===== src/rtl/context_switch_controller.sv =====
// Round-robin context switcher: saves the interrupted PC, picks the next READY process and pulses pc_load 3 cycles after a request edge.
// Request edges arriving while busy are dropped; io_done and proc_create are accepted in every state.
module context_switch_controller #(
    parameter int          PID_W = 2,
    parameter logic [31:0] OS_PC = 32'd0
) (
    input  logic             clock,
    input  logic             reset,
    input  logic             troca_contexto,
    input  logic             intrucaoIOContexto,
    input  logic             fimProcesso,
    input  logic [31:0]      pc_processo_trocado,
    input  logic             io_done,
    input  logic [PID_W-1:0] io_pid,
    input  logic             proc_create,
    input  logic [31:0]      proc_create_pc,
    output logic             pc_load,
    output logic [31:0]      pc_next,
    output logic [PID_W-1:0] processo_atual,
    output logic             proc_valid,
    output logic             busy,
    output logic             proc_create_err
);

    localparam int NUM_PROC = 1 << PID_W;

    typedef enum logic [1:0] {SL_FREE, SL_READY, SL_BLOCKED, SL_RUNNING} slot_t;
    typedef enum logic [1:0] {ST_IDLE, ST_SAVE, ST_SELECT, ST_LOAD} fsm_t;

    fsm_t             r_state;
    fsm_t             w_state_next;
    slot_t            r_slot_st [NUM_PROC];
    logic [31:0]      r_slot_pc [NUM_PROC];
    logic             r_prev_troca;
    logic             r_prev_io;
    logic             r_prev_fim;
    logic             r_kind_fim;
    logic             r_kind_io;
    logic [PID_W-1:0] r_search_base;
    logic [PID_W-1:0] r_cur;
    logic             r_proc_valid;
    logic [31:0]      r_pc_next;
    logic             r_create_err;

    logic             w_troca_edge;
    logic             w_io_edge;
    logic             w_fim_edge;
    logic             w_req;
    logic             w_any_ready;
    logic             w_os_dispatch;
    logic             w_free_found;
    logic [PID_W-1:0] w_free_idx;
    logic             w_win_found;
    logic [PID_W-1:0] w_win_idx;

    assign w_troca_edge  = troca_contexto & ~r_prev_troca;
    assign w_io_edge     = intrucaoIOContexto & ~r_prev_io;
    assign w_fim_edge    = fimProcesso & ~r_prev_fim;
    assign w_req         = (r_state == ST_IDLE) && r_proc_valid && (w_troca_edge || w_io_edge || w_fim_edge);
    assign w_os_dispatch = (r_state == ST_IDLE) && !r_proc_valid && w_any_ready;

    always_comb begin
        w_any_ready  = 1'b0;
        w_free_found = 1'b0;
        w_free_idx   = '0;
        for (int i = 0; i < NUM_PROC; i++) begin
            if (r_slot_st[i] == SL_READY)
                w_any_ready = 1'b1;
            if (!w_free_found && r_slot_st[i] == SL_FREE) begin
                w_free_found = 1'b1;
                w_free_idx   = PID_W'(i);
            end
        end
    end

    // Walk from the search base so the interrupted process is examined last.
    always_comb begin
        logic [PID_W-1:0] idx;
        w_win_found = 1'b0;
        w_win_idx   = '0;
        idx         = '0;
        for (int k = 0; k < NUM_PROC; k++) begin
            idx = r_search_base + PID_W'(k);
            if (!w_win_found && r_slot_st[idx] == SL_READY) begin
                w_win_found = 1'b1;
                w_win_idx   = idx;
            end
        end
    end

    always_ff @(posedge clock) begin
        if (!reset)
            r_state <= ST_IDLE;
        else
            r_state <= w_state_next;
    end

    always_comb begin
        w_state_next = r_state;
        case (r_state)
            ST_IDLE: begin
                if (w_req)
                    w_state_next = ST_SAVE;
                else if (w_os_dispatch)
                    w_state_next = ST_SELECT;
            end
            ST_SAVE:   w_state_next = ST_SELECT;
            ST_SELECT: w_state_next = ST_LOAD;
            ST_LOAD:   w_state_next = ST_IDLE;
            default:   w_state_next = ST_IDLE;
        endcase
    end

    always_comb begin
        pc_load = (r_state == ST_LOAD);
        busy    = (r_state != ST_IDLE);
    end

    assign pc_next         = r_pc_next;
    assign processo_atual  = r_cur;
    assign proc_valid      = r_proc_valid;
    assign proc_create_err = r_create_err;

    always_ff @(posedge clock) begin
        if (!reset) begin
            r_prev_troca  <= 1'b0;
            r_prev_io     <= 1'b0;
            r_prev_fim    <= 1'b0;
            r_kind_fim    <= 1'b0;
            r_kind_io     <= 1'b0;
            r_search_base <= '0;
            r_cur         <= '0;
            r_proc_valid  <= 1'b0;
            r_pc_next     <= '0;
            r_create_err  <= 1'b0;
            for (int i = 0; i < NUM_PROC; i++) begin
                r_slot_st[i] <= SL_FREE;
                r_slot_pc[i] <= '0;
            end
        end else begin
            r_prev_troca <= troca_contexto;
            r_prev_io    <= intrucaoIOContexto;
            r_prev_fim   <= fimProcesso;
            r_create_err <= proc_create && !w_free_found;

            if (w_req) begin
                r_kind_fim    <= w_fim_edge;
                r_kind_io     <= !w_fim_edge && w_io_edge;
                r_search_base <= r_cur + PID_W'(1);
            end else if (w_os_dispatch) begin
                r_search_base <= '0;
            end

            if (r_state == ST_SELECT) begin
                r_pc_next    <= w_win_found ? r_slot_pc[w_win_idx] : OS_PC;
                r_proc_valid <= w_win_found;
                if (w_win_found)
                    r_cur <= w_win_idx;
            end

            // The four writers target disjoint slot states, so the order only matters for readability.
            for (int i = 0; i < NUM_PROC; i++) begin
                if (r_state == ST_SAVE && r_cur == PID_W'(i)) begin
                    if (r_kind_fim) begin
                        r_slot_st[i] <= SL_FREE;
                    end else begin
                        r_slot_st[i] <= r_kind_io ? SL_BLOCKED : SL_READY;
                        r_slot_pc[i] <= pc_processo_trocado;
                    end
                end else if (r_state == ST_SELECT && w_win_found && w_win_idx == PID_W'(i)) begin
                    r_slot_st[i] <= SL_RUNNING;
                end else if (io_done && io_pid == PID_W'(i) && r_slot_st[i] == SL_BLOCKED) begin
                    r_slot_st[i] <= SL_READY;
                end else if (proc_create && w_free_found && w_free_idx == PID_W'(i)) begin
                    r_slot_st[i] <= SL_READY;
                    r_slot_pc[i] <= proc_create_pc;
                end
            end
        end
    end

endmodule


===== config.mk =====
export PLATFORM = sky130hd
export DESIGN_NAME = context_switch_controller
export DESIGN_NICKNAME = d
export VERILOG_FILES = /design/src/rtl/context_switch_controller.sv
export SDC_FILE = /design/constraint.sdc
export NUM_CORES = 1
export LEC_CHECK = 0
export ABC_AREA = 1
export CORE_MARGIN = 5
export CORE_UTILIZATION = 43
export CTS_BUF_LIST = sky130_fd_sc_hd__clkbuf_16
export DETAILED_ROUTE_END_ITERATION = 8
export SLEW_MARGIN = 20
export SYNTH_ARGS = -nofsm -noshare
export SYNTH_HDL_FRONTEND = slang
export SYNTH_SLANG_ARGS = --single-unit

===== constraint.sdc =====
create_clock -name clock -period 4.4 [get_ports clock]
set_input_delay 0.66 -clock clock [delete_from_list [all_inputs] [get_ports clock]]
set_output_delay 0.66 -clock clock [all_outputs]
set_load 0.02 [all_outputs]

Yosys cells after proc, flatten, opt, wreduce, memory -nomap -nowiden
Memories as Yosys holds them, arrays and structs flattened. A register that Yosys moved wholly into a read port is not among the register bits.
Index checks and enable logic that the tools add are counted.
{"block": "word_totals", "elab_cells": 279, "reg_bits": 45, "inputBits": 73, "memories": 2, "mem_bits_rw": 136}
{"name": "r_slot_pc", "depth": 4, "width": 32, "rd": 1, "rd_clocked_by_memory_dff": 0, "write_ports": 4, "line_no": "33", "source": "logic [31:0] r_slot_pc [NUM_PROC];"}
{"name": "r_slot_st", "depth": 4, "width": 2, "rd": 8, "rd_clocked_by_memory_dff": 1, "write_ports": 4, "line_no": "32", "source": "slot_t r_slot_st [NUM_PROC];"}
{"block": "op_classes", "addsub": 4, "eq_ne": 28, "bitwise": 34, "n_reduce_logical": 57, "n_mux": 143}
{"operator": "32-bit two-way mux", "count": 9}
{"operator": "1-bit two-way mux", "count": 100}
{"operator": "2-bit two-way mux", "count": 33}
{"operator": "1-bit logical AND", "count": 34}
{"operator": "2-bit == test (second input constant)", "count": 14}
{"operator": "1-bit bitwise OR", "count": 28}
{"operator": "2-bit by 1-bit == test with 1-bit output (second input constant)", "count": 13}
{"operator": "2-bit zero test", "count": 9}
{"operator": "1-bit zero test", "count": 9}
{"operator": "2-bit case mux with 4 select lines", "count": 1}
{"operator": "2-bit by 1-bit adder with 2-bit output (second input constant)", "count": 2}
{"operator": "2-bit adder (second input constant)", "count": 2}
{"operator": "2-bit nonzero test", "count": 2}
{"operator": "1-bit AND", "count": 3}
{"operator": "3-bit != test (second input constant)", "count": 1}
{"operator": "1-bit NOT", "count": 3}
{"operator": "1-bit logical OR", "count": 2}
{"operator": "2-bit AND reduction", "count": 1}

Depth between registers and ports, before layout
Gate-level depths: netlist (run 1).
An unclocked memory read counts as a cell.
{"block": "logic_depth", "ltp_word": 21, "depth_mapped": 18, "ltp_nobuf": 17}

Worst setup path after synthesis (run 1)
OpenSTA, ideal clock, no wires.
{"block": "synth_path", "path_type": "input port to flip-flop", "start": "in reset", "end": "mem r_slot_pc[3][0], enable pin", "arrival_ns": 2.819, "setup_ns": 0.431, "cell_stages": 8, "setup_slack_ns": 1.151, "t_required_ns": 3.969, "path_cell_list": "clkbuf_1 -> inv_1 -> nor2_1 -> inv_1 -> nor4_1 -> nand2_4 -> buf_6 -> o211ai_1"}
{"element": "start: declaration", "line_no": "8", "source": "input logic reset,"}
{"element": "end: declaration", "line_no": "33"}

==> results of run 1 <==
## tightest hold or removal path: cells and delay by family, from the launching register on
kind,cells,cell delay [ns]
AOI/OAI and AO/OA,1,0.06
DFF,1,0.31
and+or+nand+nor,1,0.06
## final cells by class
cell class,count,area (um2),area share
clock buffers,18,450,0.0385
clock inverters,14,140,0.0120
well taps,285,357,0.0305
flip-flops and latches,183,5020,0.429
repair buffers,130,1260,0.108
inverters,197,744,0.0636
multi-input cells,637,3730,0.318
## placed cells by master (no fill, tap or decap), drive strengths merged
| master | n |
|---|---|
| clkinvlp | 3 |
| o221ai | 2 |
| clkinv | 9 |
| inv | 198 |
| ha | 9 |
| nand4 | 18 |
| buf | 20 |
| or2 | 2 |
| clkbuf | 18 |
| a2111oi | 1 |
| o211ai | 2 |
| a31oi | 1 |
| a211oi | 2 |
| nor4 | 3 |
| o22ai | 129 |
| nand3b | 25 |
| dfxtp | 47 |
| bufinv | 1 |
| o21ai | 9 |
| nor3 | 18 |
| nand3 | 102 |
| nor2 | 80 |
| edfxtp | 136 |
| clkdlybuf4s50 | 110 |
| nand2 | 220 |
| a21oi | 14 |
## kinds of logic (layout without fill, tap and decap cells)
group / after synthesis / in the layout
DFF: 183 / 183
adders and majority gates: 9 / 9
AOI/OAI and AO/OA: 160 / 160
buffers and inverters: 257 / 359
and+or+nand+nor: 468 / 468
## power by group through the flow
stage	Combinational (uW)	Clock (uW)	Sequential, uW
6_report	3770	1550	2530
2_1_floorplan	2500	0	2680
5_1_grt	4160	1640	2570
4_1_cts	3770	1570	2520
3_3_place_gp	3710	0	2550
3_5_place_dp	3760	0	2560
## state kept, by name, summed over array words and instances, names as in the netlist, named ones only
signal           flops
pc_next             32
proc_create_err      1
proc_valid           1
processo_atual       2
r_kind_fim           1
r_kind_io            1
r_prev_fim           1
r_prev_io            1
r_prev_troca         1
r_search_base        2
r_slot_pc          128
r_slot_st            8
r_state              2
## worst max path at each step
stage / start / endpoint / slack [ns] / cells past startpoint
after global routing: r_search_base[0] / r_slot_pc[3][24] / 0.70 / 15
after floorplan: reset / r_slot_pc[3][0] / 1.15 / 8
after global placement: r_search_base[0] / r_slot_pc[0][10] / 1.01 / 14
after CTS: r_search_base[0] / r_slot_pc[3][24] / 0.93 / 15
final: r_search_base[0] / r_slot_pc[3][27] / 0.95 / 15
after detailed placement: r_search_base[0] / r_slot_pc[3][19] / 0.94 / 15
## metrics by stage
stage                     hold slack (ns)  power [uW]  instance area, um2
after floorplan                     0.481        5190                9820
after global placement              0.458        6270               11100
after detailed placement            0.465        6310               11100
after CTS                           0.475        7860               11700
after global routing                0.494        8360               11700
final                               0.471        7840               11700
## routing by layer
| layer | vias up | part of all wire |
|---|---|---|
| li1 | 3823 | - |
| met2 | 291 | 0.47 |
| met4 | 0 | 0.015 |
| met1 | 3813 | 0.44 |
| met5 | - | 0 |
| met3 | 34 | 0.071 |
==> impl_metrics.sql, run 1 <==
INSERT INTO impl_metrics (metric_group, metric, value, unit) VALUES
('yosys', 'syn-num-nets', '1159', ''),
('routing', 'drt_pass1_iterations', '5', ''),
('yosys', 'synth_edf_count', '136', ''),
('clock_network', 'tritoncts.num_buffers', '17', ''),
('routing', 'routed_wirelength', '28000', 'um'),
('yosys', 'synth_cell_type_count', '37', ''),
('global_routing', 'grt_usage', '0.216', ''),
('floorplanning', 'coreArea', '22600', 'um2'),
('final_layout', 'num-fill-cells', '2090', ''),
('critical_path', 'worst-r2r-setup-slack', '0.95', 'ns'),
('routing', 'number_of_antenna_violating_nets_in_the_routed_design', '0', ''),
('power_and_ir_drop', 'power.leakage', '0.00490', 'uW'),
('place', 'routabilityCongestion', '0.871', ''),
('place', 'detailedPlace.worstSlack', '0.940', 'ns'),
('power_and_ir_drop', 'power.share.switching', '0.445', ''),
('global_routing', 'first_global_vias', '7794', ''),
('yosys', 'synth.ff_latch_count', '183', ''),
('sta', 'hold_viol', '0', ''),
('yosys', 'synth.cell_area', '9820', 'um2'),
('final_layout', 'final_nets', '1248', ''),
('final_layout', 'insertedDiodeCount', '0', ''),
('clock_network', 'cts_buffer_depth', '2', ''),
('critical_path', 'slowest_stage', 'dfxtp_1', ''),
('yosys', 'synthesized_area_fraction_occupied_by_adder_cells', '0.0115', ''),
('routing', 'drc', '0', ''),
('clock_network', 'cts_post_setup_buffers_inserted', '0', ''),
('power_and_ir_drop', 'pwr-share-clk', '0.198', ''),
('yosys', 'synth_compound_gate_area_share', '0.137', ''),
('global_routing', 'grt_util_met2', '0.356', ''),
('yosys', 'yosysWarningCount', '0', ''),
('final_layout', 'areaGrowthSynthToFinish', '19.2', '%'),
('critical_path', 'critical-path-max-stage-delay', '0.61', 'ns'),
('global_routing', 'overflow', '0', ''),
('sta', 'slew_headroom', '0.506', ''),
('sta', 'fmax', '290', 'MHz'),
('routing', 'detailedRoute.firstIterationViolations', '678', ''),
('critical_path', 'rr_startpoint', 'r_search_base[0]', ''),
('critical_path', 'r2r_path_end', 'r_slot_pc[3][27]', ''),
('floorplanning', 'floorplan.die.width', '161', 'um'),
('sta', 'grt_setup_unrepaired', 'no', ''),
('critical_path', 'critical_path.startpoint_type', 'flop', ''),
('clock_network', 'cts.sink_count', '183', ''),
('critical_path', 'worstPathBufferInverterCount', '4', ''),
('critical_path', 'worstRegToRegCells', '15', ''),
('final_layout', 'end_of_flow_core_utilization', '0.519', ''),
('global_routing', 'antenna_found_initial', '0', ''),
('routing', 'vias', '7961', ''),
('place', 'io_buffer_count', '110', ''),
('yosys', 'yosysMostFrequentCell', 'nand2_1', ''),
('clock_network', 'ctsRootBufferMaster', 'clkbuf_16', ''),
('global_routing', 'grtUsageMet3', '0.0418', ''),
('clock_network', 'tritoncts', 'built', ''),
('power_and_ir_drop', 'p_per_area', '670', 'nW/um2'),
('critical_path', 'critical_path.endpoint_type', 'flop', ''),
('floorplanning', 'std_cell_rows', '55', ''),
('clock_network', 'cts.reportedPaths.clkPinSlew', '0.07', 'ns'),
('yosys', 'synth.cells.most_frequent', 'nand2_1 (209), inv_1 (184), edfxtp_1 (136)', ''),
('yosys', 'top_flip_flop_cell_by_instance_count_after_synthesis', 'edfxtp_1', ''),
('yosys', 'syn_inst', '1077', ''),
('yosys', 'synth_xor_xnor_area_share', '0', ''),
('yosys', 'synthSimpleGateAreaFrac', '0.229', ''),
('sta', 'tightest_slew', '0.739', 'ns'),
('outcome', 'outcome', 'finished clean', ''),
('critical_path', 'crit_path_cell_trace', 'inv_2 > nand3_1 > nand2_1 > nor2_1 > nand2_2 > nor2_4 > nor2_4 > nand3_4 > nand2_4 > inv_4 > nor2_4 > inv_2 > nand2_4 > o211ai_1 > buf_4', ''),
('yosys', 'muxShareOfSynthArea', '0', ''),
('clock_network', 'cts.repair.resized', '0', ''),
('routing', 'route.detailed.wl_per_inst', '19.1', 'um'),
('floorplanning', 'floorplan.initialDensity', '0.435', ''),
('floorplanning', 'floorplan.die.height', '161', 'um'),
('yosys', 'synth_top_area_frac', '0.416', ''),
('floorplanning', 'ios', '111', '');
(Power assumes the default switching activity.)
==> run 2: changes to the inputs <==
--- a/config.mk
+++ b/config.mk
@@ -10,6 +10,7 @@
 export CORE_UTILIZATION = 43
 export CTS_BUF_LIST = sky130_fd_sc_hd__clkbuf_16
 export DETAILED_ROUTE_END_ITERATION = 8
+export PLACE_DENSITY = 0.66
 export SLEW_MARGIN = 20
 export SYNTH_ARGS = -nofsm -noshare
 export SYNTH_HDL_FRONTEND = slang
==> constraint.sdc (replaced) <==
create_clock -name clock -period 2.8 [get_ports clock]
set_input_delay 0.42 -clock clock [delete_from_list [all_inputs] [get_ports clock]]
set_output_delay 0.42 -clock clock [all_outputs]
set_load 0.02 [all_outputs]
==> impl_metrics.sql, run 2 (synthesized netlist as in run 1, its figures left out) <==
INSERT INTO impl_metrics (metric_group, metric, value, unit) VALUES
('global_routing', 'antenna_found_initial', '0', ''),
('power_and_ir_drop', 'pwr-share-clk', '0.195', ''),
('sta', 'tightest_slew', '0.567', 'ns'),
('global_routing', 'grt_usage', '0.210', ''),
('routing', 'drt_pass1_iterations', '5', ''),
('clock_network', 'tritoncts.num_buffers', '17', ''),
('critical_path', 'crit_path_max_fanout', '13', ''),
('critical_path', 'cpMostUsedCell', 'nor2_4', ''),
('routing', 'number_of_antenna_violating_nets_in_the_routed_design', '0', ''),
('floorplanning', 'floorplan.die.width', '161', 'um'),
('critical_path', 'worstRegToRegCells', '15', ''),
('final_layout', 'insertedDiodeCount', '0', ''),
('final_layout', 'final_nets', '1271', ''),
('place', 'routabilityCongestion', '0.866', ''),
('clock_network', 'ctsRootBufferMaster', 'clkbuf_16', ''),
('clock_network', 'cts_buffer_depth', '2', ''),
('sta', 'setup-violations-final', '0', ''),
('sta', 'slew_headroom', '0.622', ''),
('final_layout', 'final_design_area_no_fill', '11900', 'um2'),
('global_routing', 'global_route_wire_length_before_repair', '43000', 'um'),
('critical_path', 'slowest_stage', 'dfxtp_1', ''),
('routing', 'detailedRoute.firstIterationViolations', '763', ''),
('critical_path', 'rr_startpoint', 'r_search_base[1]', ''),
('final_layout', 'final_cell_mix', 'nand2_1 (206), inv_1 (186), edfxtp_1 (136)', ''),
('sta', 'fin_crit_sh', '0.913', ''),
('floorplanning', 'coreArea', '22600', 'um2'),
('clock_network', 'cts_post_setup_buffers_inserted', '0', ''),
('run', 'drv.max_cap_violation_count', '0', ''),
('clock_network', 'clk_lat_worst_skew', '0.44', 'ns'),
('clock_network', 'postCtsHoldBufs', '0', ''),
('power_and_ir_drop', 'power.internal', '7100', 'uW'),
('min_path', 'whs_endpoint', 'pc_next[23]', ''),
('routing', 'vias', '8120', ''),
('clock_network', 'cts.sink_count', '183', ''),
('clock_network', 'tritoncts', 'built', ''),
('critical_path', 'worst-r2r-setup-slack', '0.24', 'ns'),
('sta', 'fmax', '391', 'MHz'),
('power_and_ir_drop', 'comb_power_share', '0.489', ''),
('floorplanning', 'die-area', '26000', 'um2'),
('floorplanning', 'std_cell_rows', '55', ''),
('power_and_ir_drop', 'p_per_area', '1050', 'nW/um2'),
('power_and_ir_drop', 'sequentialPowerShare', '0.316', ''),
('critical_path', 'crit_path_cell_trace', 'inv_2 > nand3_1 > nand2_1 > nor2_1 > nand2_2 > nor2_4 > nor2_4 > nand3_4 > nand2_4 > inv_4 > nor2_4 > inv_2 > nand2_4 > o211ai_1 > buf_4', ''),
('routing', 'route.detailed.wl_per_inst', '18.4', 'um'),
('clock_network', 'cts.reportedPaths.clkPinSlew', '0.06', 'ns'),
('min_path', 'worst_min_path_class', 'reg -> reg', ''),
('power_and_ir_drop', 'power.ir.vdd_worst', '0.980', 'mV'),
('floorplanning', 'floorplan.die.height', '161', 'um'),
('floorplanning', 'floorplan.initialDensity', '0.435', ''),
('critical_path', 'worst_ep_arrival_time', '2.68', 'ns'),
('final_layout', 'largest_register_ffs', '128', ''),
('power_and_ir_drop', 'power.leakage', '0.00504', 'uW'),
('global_routing', 'grt_start_max_net_pins', '44', ''),
('global_routing', 'overflow', '0', ''),
('critical_path', 'critical_path.startpoint_type', 'flop', ''),
('final_layout', 'regMostFlops', 'r_slot_pc', ''),
('place', 'postPlaceCellArea', '11300', 'um2'),
('routing', 'routed_wirelength', '27400', 'um'),
('global_routing', 'first_global_vias', '7887', ''),
('outcome', 'outcome', 'finished clean', ''),
('power_and_ir_drop', 'switchingPower', '5410', 'uW'),
('final_layout', 'post_route_cells_drive_above_1_share', '0.146', ''),
('sta', 'slew_viol_final', '0', ''),
('sta', 'grt_setup_unrepaired', 'no', ''),
('min_path', 'hold_start', 'pc_next[23]', ''),
('place', 'place_hpwl', '18000', 'um'),
('sta', 'setup_slack', '0.243', 'ns'),
('critical_path', 'criticalPathCategory', 'reg -> reg', ''),
('sta', 'final.min_clock_period', '2.56', 'ns'),
('final_layout', 'most_common_cell_after_layout_fill_and_taps_aside', 'nand2_1', ''),
('routing', 'drc', '0', ''),
('critical_path', 'cp_data_required_time', '2.92', 'ns'),
('clock_network', 'htreeDepth', '4', ''),
('sta', 'hold_viol', '0', ''),
('place', 'detailedPlace.worstSlack', '0.181', 'ns'),
('final_layout', 'areaGrowthSynthToFinish', '21.6', '%'),
('critical_path', 'critical_path.endpoint_type', 'flop', ''),
('floorplanning', 'ios', '111', ''),
('sta', 'largest_clock_skew_in_the_final_design', '0.0103', 'ns'),
('power_and_ir_drop', 'power.share.switching', '0.432', ''),
('critical_path', 'r2r_path_end', 'r_slot_pc[3][30]', ''),
('critical_path', 'critical-path-max-stage-delay', '0.51', 'ns'),
('min_path', 'holdPathStages', '2', ''),
('routing', 'route.detailed.vias_per_inst', '5.46', ''),
('place', 'io_buffer_count', '110', '');
[run 2: critical path: cells and delay by family (launching register included)]
kind / cells / cell delay (ns)
buffers and inverters: 4 / 0.66
AND/OR/NAND/NOR: 10 / 0.89
AO/OA/AOI/OAI: 1 / 0.16
flip-flops: 1 / 0.51
[run 2: how the worst max path moves through the flow]
stage	startpoint	endpoint	slack, ns	cells past startpoint
floorplan	r_slot_st[2][0]	r_slot_pc[3][0]	-0.22	15
global placement	r_search_base[1]	r_slot_pc[2][31]	0.23	16
detailed placement	r_search_base[1]	r_slot_pc[2][23]	0.18	16
CTS	r_search_base[1]	r_slot_pc[2][4]	0.18	16
global route	r_search_base[1]	r_slot_pc[3][0]	0.03	16
finish	r_search_base[1]	r_slot_pc[3][30]	0.24	15
[run 2: final cells by class]
cell class,count,area [um2]
clock buffers,17,425
fillers,2057,10600
inverters,197,744
clock inverters,15,160
repair buffers,153,1480
well taps,285,357
flip-flops and latches,183,5020
multi-input cells,637,3750
[run 2: power groups by stage]
stage	sequential [uW]	combinational (uW)	clock (uW)
finish	3950	6120	2440
global route	4020	6720	2580
CTS	3950	6110	2450
floorplan	4210	3960	0
detailed placement	4000	6090	0
global placement	3990	5990	0
[run 2: through the flow]
stage | util | hold WS [ns] | TNS [ns] | total power (uW) | cells
6_report | 0.529 | 0.465 | 0 | 12500 | 1487
5_1_grt | 0.529 | 0.489 | 0 | 13300 | 1487
4_1_cts | 0.529 | 0.465 | 0 | 12500 | 1487
3_5_place_dp | 0.503 | 0.455 | 0 | 10100 | 1455
3_3_place_gp | 0.503 | 0.459 | 0 | 9980 | 1455
2_1_floorplan | - | 0.481 | -7.01 | 8170 | 1077
[run 2: per-layer routing]
metal,vias to the layer above,share of wire,global-route usage,wire [um]
met4,0,0.020,0.0609,545
met2,344,0.48,0.348,13200
met1,3866,0.42,0.283,11600
met3,46,0.078,0.0390,2130
met5,-,0,0,0
li1,3864,-,-,-
[run 2: what timing repair did]
| item | 4_1_cts | 5_1_grt |
|---|---|---|
| resized for setup | 0 | 2 |
| hold endpoints to repair | 0 | 0 |
| endpoints found under the setup margin | 0 | 45 |
==> run 3: changes to the inputs <==
--- a/config.mk
+++ b/config.mk
@@ -11,6 +11,8 @@
 export CTS_BUF_LIST = sky130_fd_sc_hd__clkbuf_16
 export DETAILED_ROUTE_END_ITERATION = 8
 export PLACE_DENSITY = 0.66
+export SETUP_SLACK_MARGIN = 0.2
+export SKIP_LAST_GASP = 1
 export SLEW_MARGIN = 20
 export SYNTH_ARGS = -nofsm -noshare
 export SYNTH_HDL_FRONTEND = slang
==> impl_metrics.sql, run 3 (synthesized netlist as in run 1, its figures left out) <==
INSERT INTO impl_metrics (metric_group, metric, value, unit) VALUES
('outcome', 'outcome', 'finished clean', ''),
('routing', 'routed_wirelength', '28300', 'um'),
('floorplanning', 'floorplan.initialDensity', '0.435', ''),
('critical_path', 'criticalPathCategory', 'reg -> reg', ''),
('critical_path', 'crit_path_max_fanout', '9', ''),
('global_routing', 'first_global_vias', '7718', ''),
('place', 'io_buffer_count', '110', ''),
('floorplanning', 'floorplan.die.height', '161', 'um'),
('sta', 'grt_setup_unrepaired', 'no', ''),
('clock_network', 'cts.sink_count', '183', ''),
('sta', 'final.hold.worst_slack', '0.466', 'ns'),
('sta', 'fmax', '400', 'MHz'),
('sta', 'tightest_slew', '0.579', 'ns'),
('run', 'drv.max_cap_violation_count', '0', ''),
('critical_path', 'critical_path.endpoint_type', 'flop', ''),
('sta', 'hold_viol', '0', ''),
('routing', 'drt_pass1_iterations', '5', ''),
('sta', 'fin_crit_sh', '0.893', ''),
('power_and_ir_drop', 'power.ir.vdd_worst', '0.928', 'mV'),
('final_layout', 'layout.area.seq', '5030', 'um2'),
('clock_network', 'tritoncts', 'built', ''),
('clock_network', 'cts.reportedPaths.clkPinSlew', '0.07', 'ns'),
('place', 'place_hpwl', '17600', 'um'),
('final_layout', 'final_nets', '1274', ''),
('critical_path', 'worst-r2r-setup-slack', '0.30', 'ns'),
('routing', 'number_of_antenna_violating_nets_in_the_routed_design', '0', ''),
('power_and_ir_drop', 'power.leakage', '0.00508', 'uW'),
('critical_path', 'critical_path.startpoint_type', 'flop', ''),
('final_layout', 'largest_register_ffs', '128', ''),
('final_layout', 'areaGrowthSynthToFinish', '23.1', '%'),
('critical_path', 'cp_data_required_time', '2.94', 'ns'),
('clock_network', 'postCtsHoldBufs', '0', ''),
('final_layout', 'most_common_cell_after_layout_fill_and_taps_aside', 'nand2_1', ''),
('routing', 'detailedRoute.firstIterationViolations', '760', ''),
('clock_network', 'ctsRootBufferMaster', 'clkbuf_16', ''),
('clock_network', 'tritoncts.num_buffers', '17', ''),
('clock_network', 'cts_buffer_depth', '2', ''),
('final_layout', 'final_cell_mix', 'nand2_1 (205), inv_1 (185), edfxtp_1 (136)', ''),
('final_layout', 'final-instance-count-excl-fill', '1490', ''),
('power_and_ir_drop', 'p_per_area', '1060', 'nW/um2'),
('routing', 'route.detailed.vias_per_inst', '5.45', ''),
('global_routing', 'global_route_wire_length_before_repair', '43100', 'um'),
('final_layout', 'post_route_cells_drive_above_1_share', '0.154', ''),
('sta', 'slew_headroom', '0.614', ''),
('routing', 'drc', '0', ''),
('place', 'dp.cells', '1448', ''),
('floorplanning', 'floorplan.die.width', '161', 'um'),
('critical_path', 'worst_ep_arrival_time', '2.64', 'ns'),
('floorplanning', 'die-area', '26000', 'um2'),
('floorplanning', 'coreArea', '22600', 'um2'),
('final_layout', 'multi_input_area', '3780', 'um2'),
('sta', 'final.min_clock_period', '2.50', 'ns'),
('sta', 'largest_clock_skew_in_the_final_design', '0.0104', 'ns'),
('final_layout', 'num-fill-cells', '2086', ''),
('place', 'routabilityCongestion', '0.863', ''),
('sta', 'setup_tns', '0', 'ns'),
('sta', 'slew_viol_final', '0', ''),
('routing', 'route.detailed.wl_per_inst', '19.0', 'um'),
('global_routing', 'overflow', '0', ''),
('final_layout', 'regMostFlops', 'r_slot_pc', ''),
('floorplanning', 'std_cell_rows', '55', ''),
('floorplanning', 'ios', '111', ''),
('clock_network', 'clk_lat_worst_skew', '0.44', 'ns'),
('global_routing', 'grt_usage', '0.212', ''),
('global_routing', 'grt_start_max_net_pins', '58', ''),
('final_layout', 'insertedDiodeCount', '0', ''),
('global_routing', 'antenna_found_initial', '0', ''),
('routing', 'vias', '8119', ''),
('clock_network', 'htreeDepth', '4', ''),
('sta', 'setup-violations-final', '0', ''),
('min_path', 'worst_min_path_class', 'reg -> reg', '');
==> run 3: changes by cell type in the layout (fill, tap and decap cells not counted), sizes merged <==
| cell | change |
|---|---|
| buf | +2 |
| clkinvlp | +5 |
| clkbuf | +1 |
| bufinv | -1 |
| inv | +1 |
| clkinv | -5 |
==> run 3: where the power goes <==
part	leakage, uW	internal [uW]	switching, uW
combinational	0.00301	2230	4200
clock	0.000266	1320	1100
sequential	0.00180	3640	328
total	0.00508	7190	5640
==> run 3: worst paths after layout <==
check                   from          endpoint  cells past startpoint
max reg2reg  r_slot_st[1][0]  r_slot_pc[3][25]                     15
max          r_slot_st[1][0]  r_slot_pc[3][25]                     15
min              pc_next[30]       pc_next[30]                      2
min reg2reg      pc_next[30]       pc_next[30]                      2
==> run 3: layout make-up <==
type | instances | area share
Timing Repair Buffer | 156 | 0.132
Clock inverter | 15 | 0.0127
Clock buffer | 17 | 0.0352
Sequential cell | 183 | 0.416
Tap cell | 285 | 0.0295
Inverter | 197 | 0.0622
Multi-Input combinational cell | 637 | 0.313
==> run 3: timing repair <==
item	in CTS	in global routing
gates cloned	0	2
pin swaps	0	1
setup endpoints to repair	21	211
buffers inserted	0	8
resized for setup	2	17
==> run 3: worst max-delay path, cell delays in order (launching register included) <==
cell and delay, ns:
edfxtp_1 0.52, nand2_2 0.15, nand2_2 0.06, nand3_2 0.09, nand2_4 0.07, nor2_4 0.17, nand3_4 0.13, nand3_4 0.12
nand2_8 0.10, inv_8 0.12, nor2_4 0.06, inv_2 0.07, nand2_4 0.05, o211ai_1 0.11, buf_4 0.18, buf_6 0.18
==> run 3: layer usage <==
layer / wire (um) / global-route usage / up-vias
li1: - / - / 3878
met1: 12100 / 0.291 / 3837
met2: 13400 / 0.350 / 370
met3: 2350 / 0.0378 / 34
met4: 385 / 0.0570 / 0
met5: 0 / 0 / -
==> run 3: metrics by stage <==
stage	cell area, um2	power, uW	setup slack (ns)	utilization
after CTS	11900	12600	0.248	0.529
after global placement	11400	10000	0.272	0.503
final	12100	12800	0.301	0.536
after detailed placement	11400	10100	0.205	0.503
after global routing	12100	13600	0.155	0.536
after floorplan	9880	8180	-0.219	-
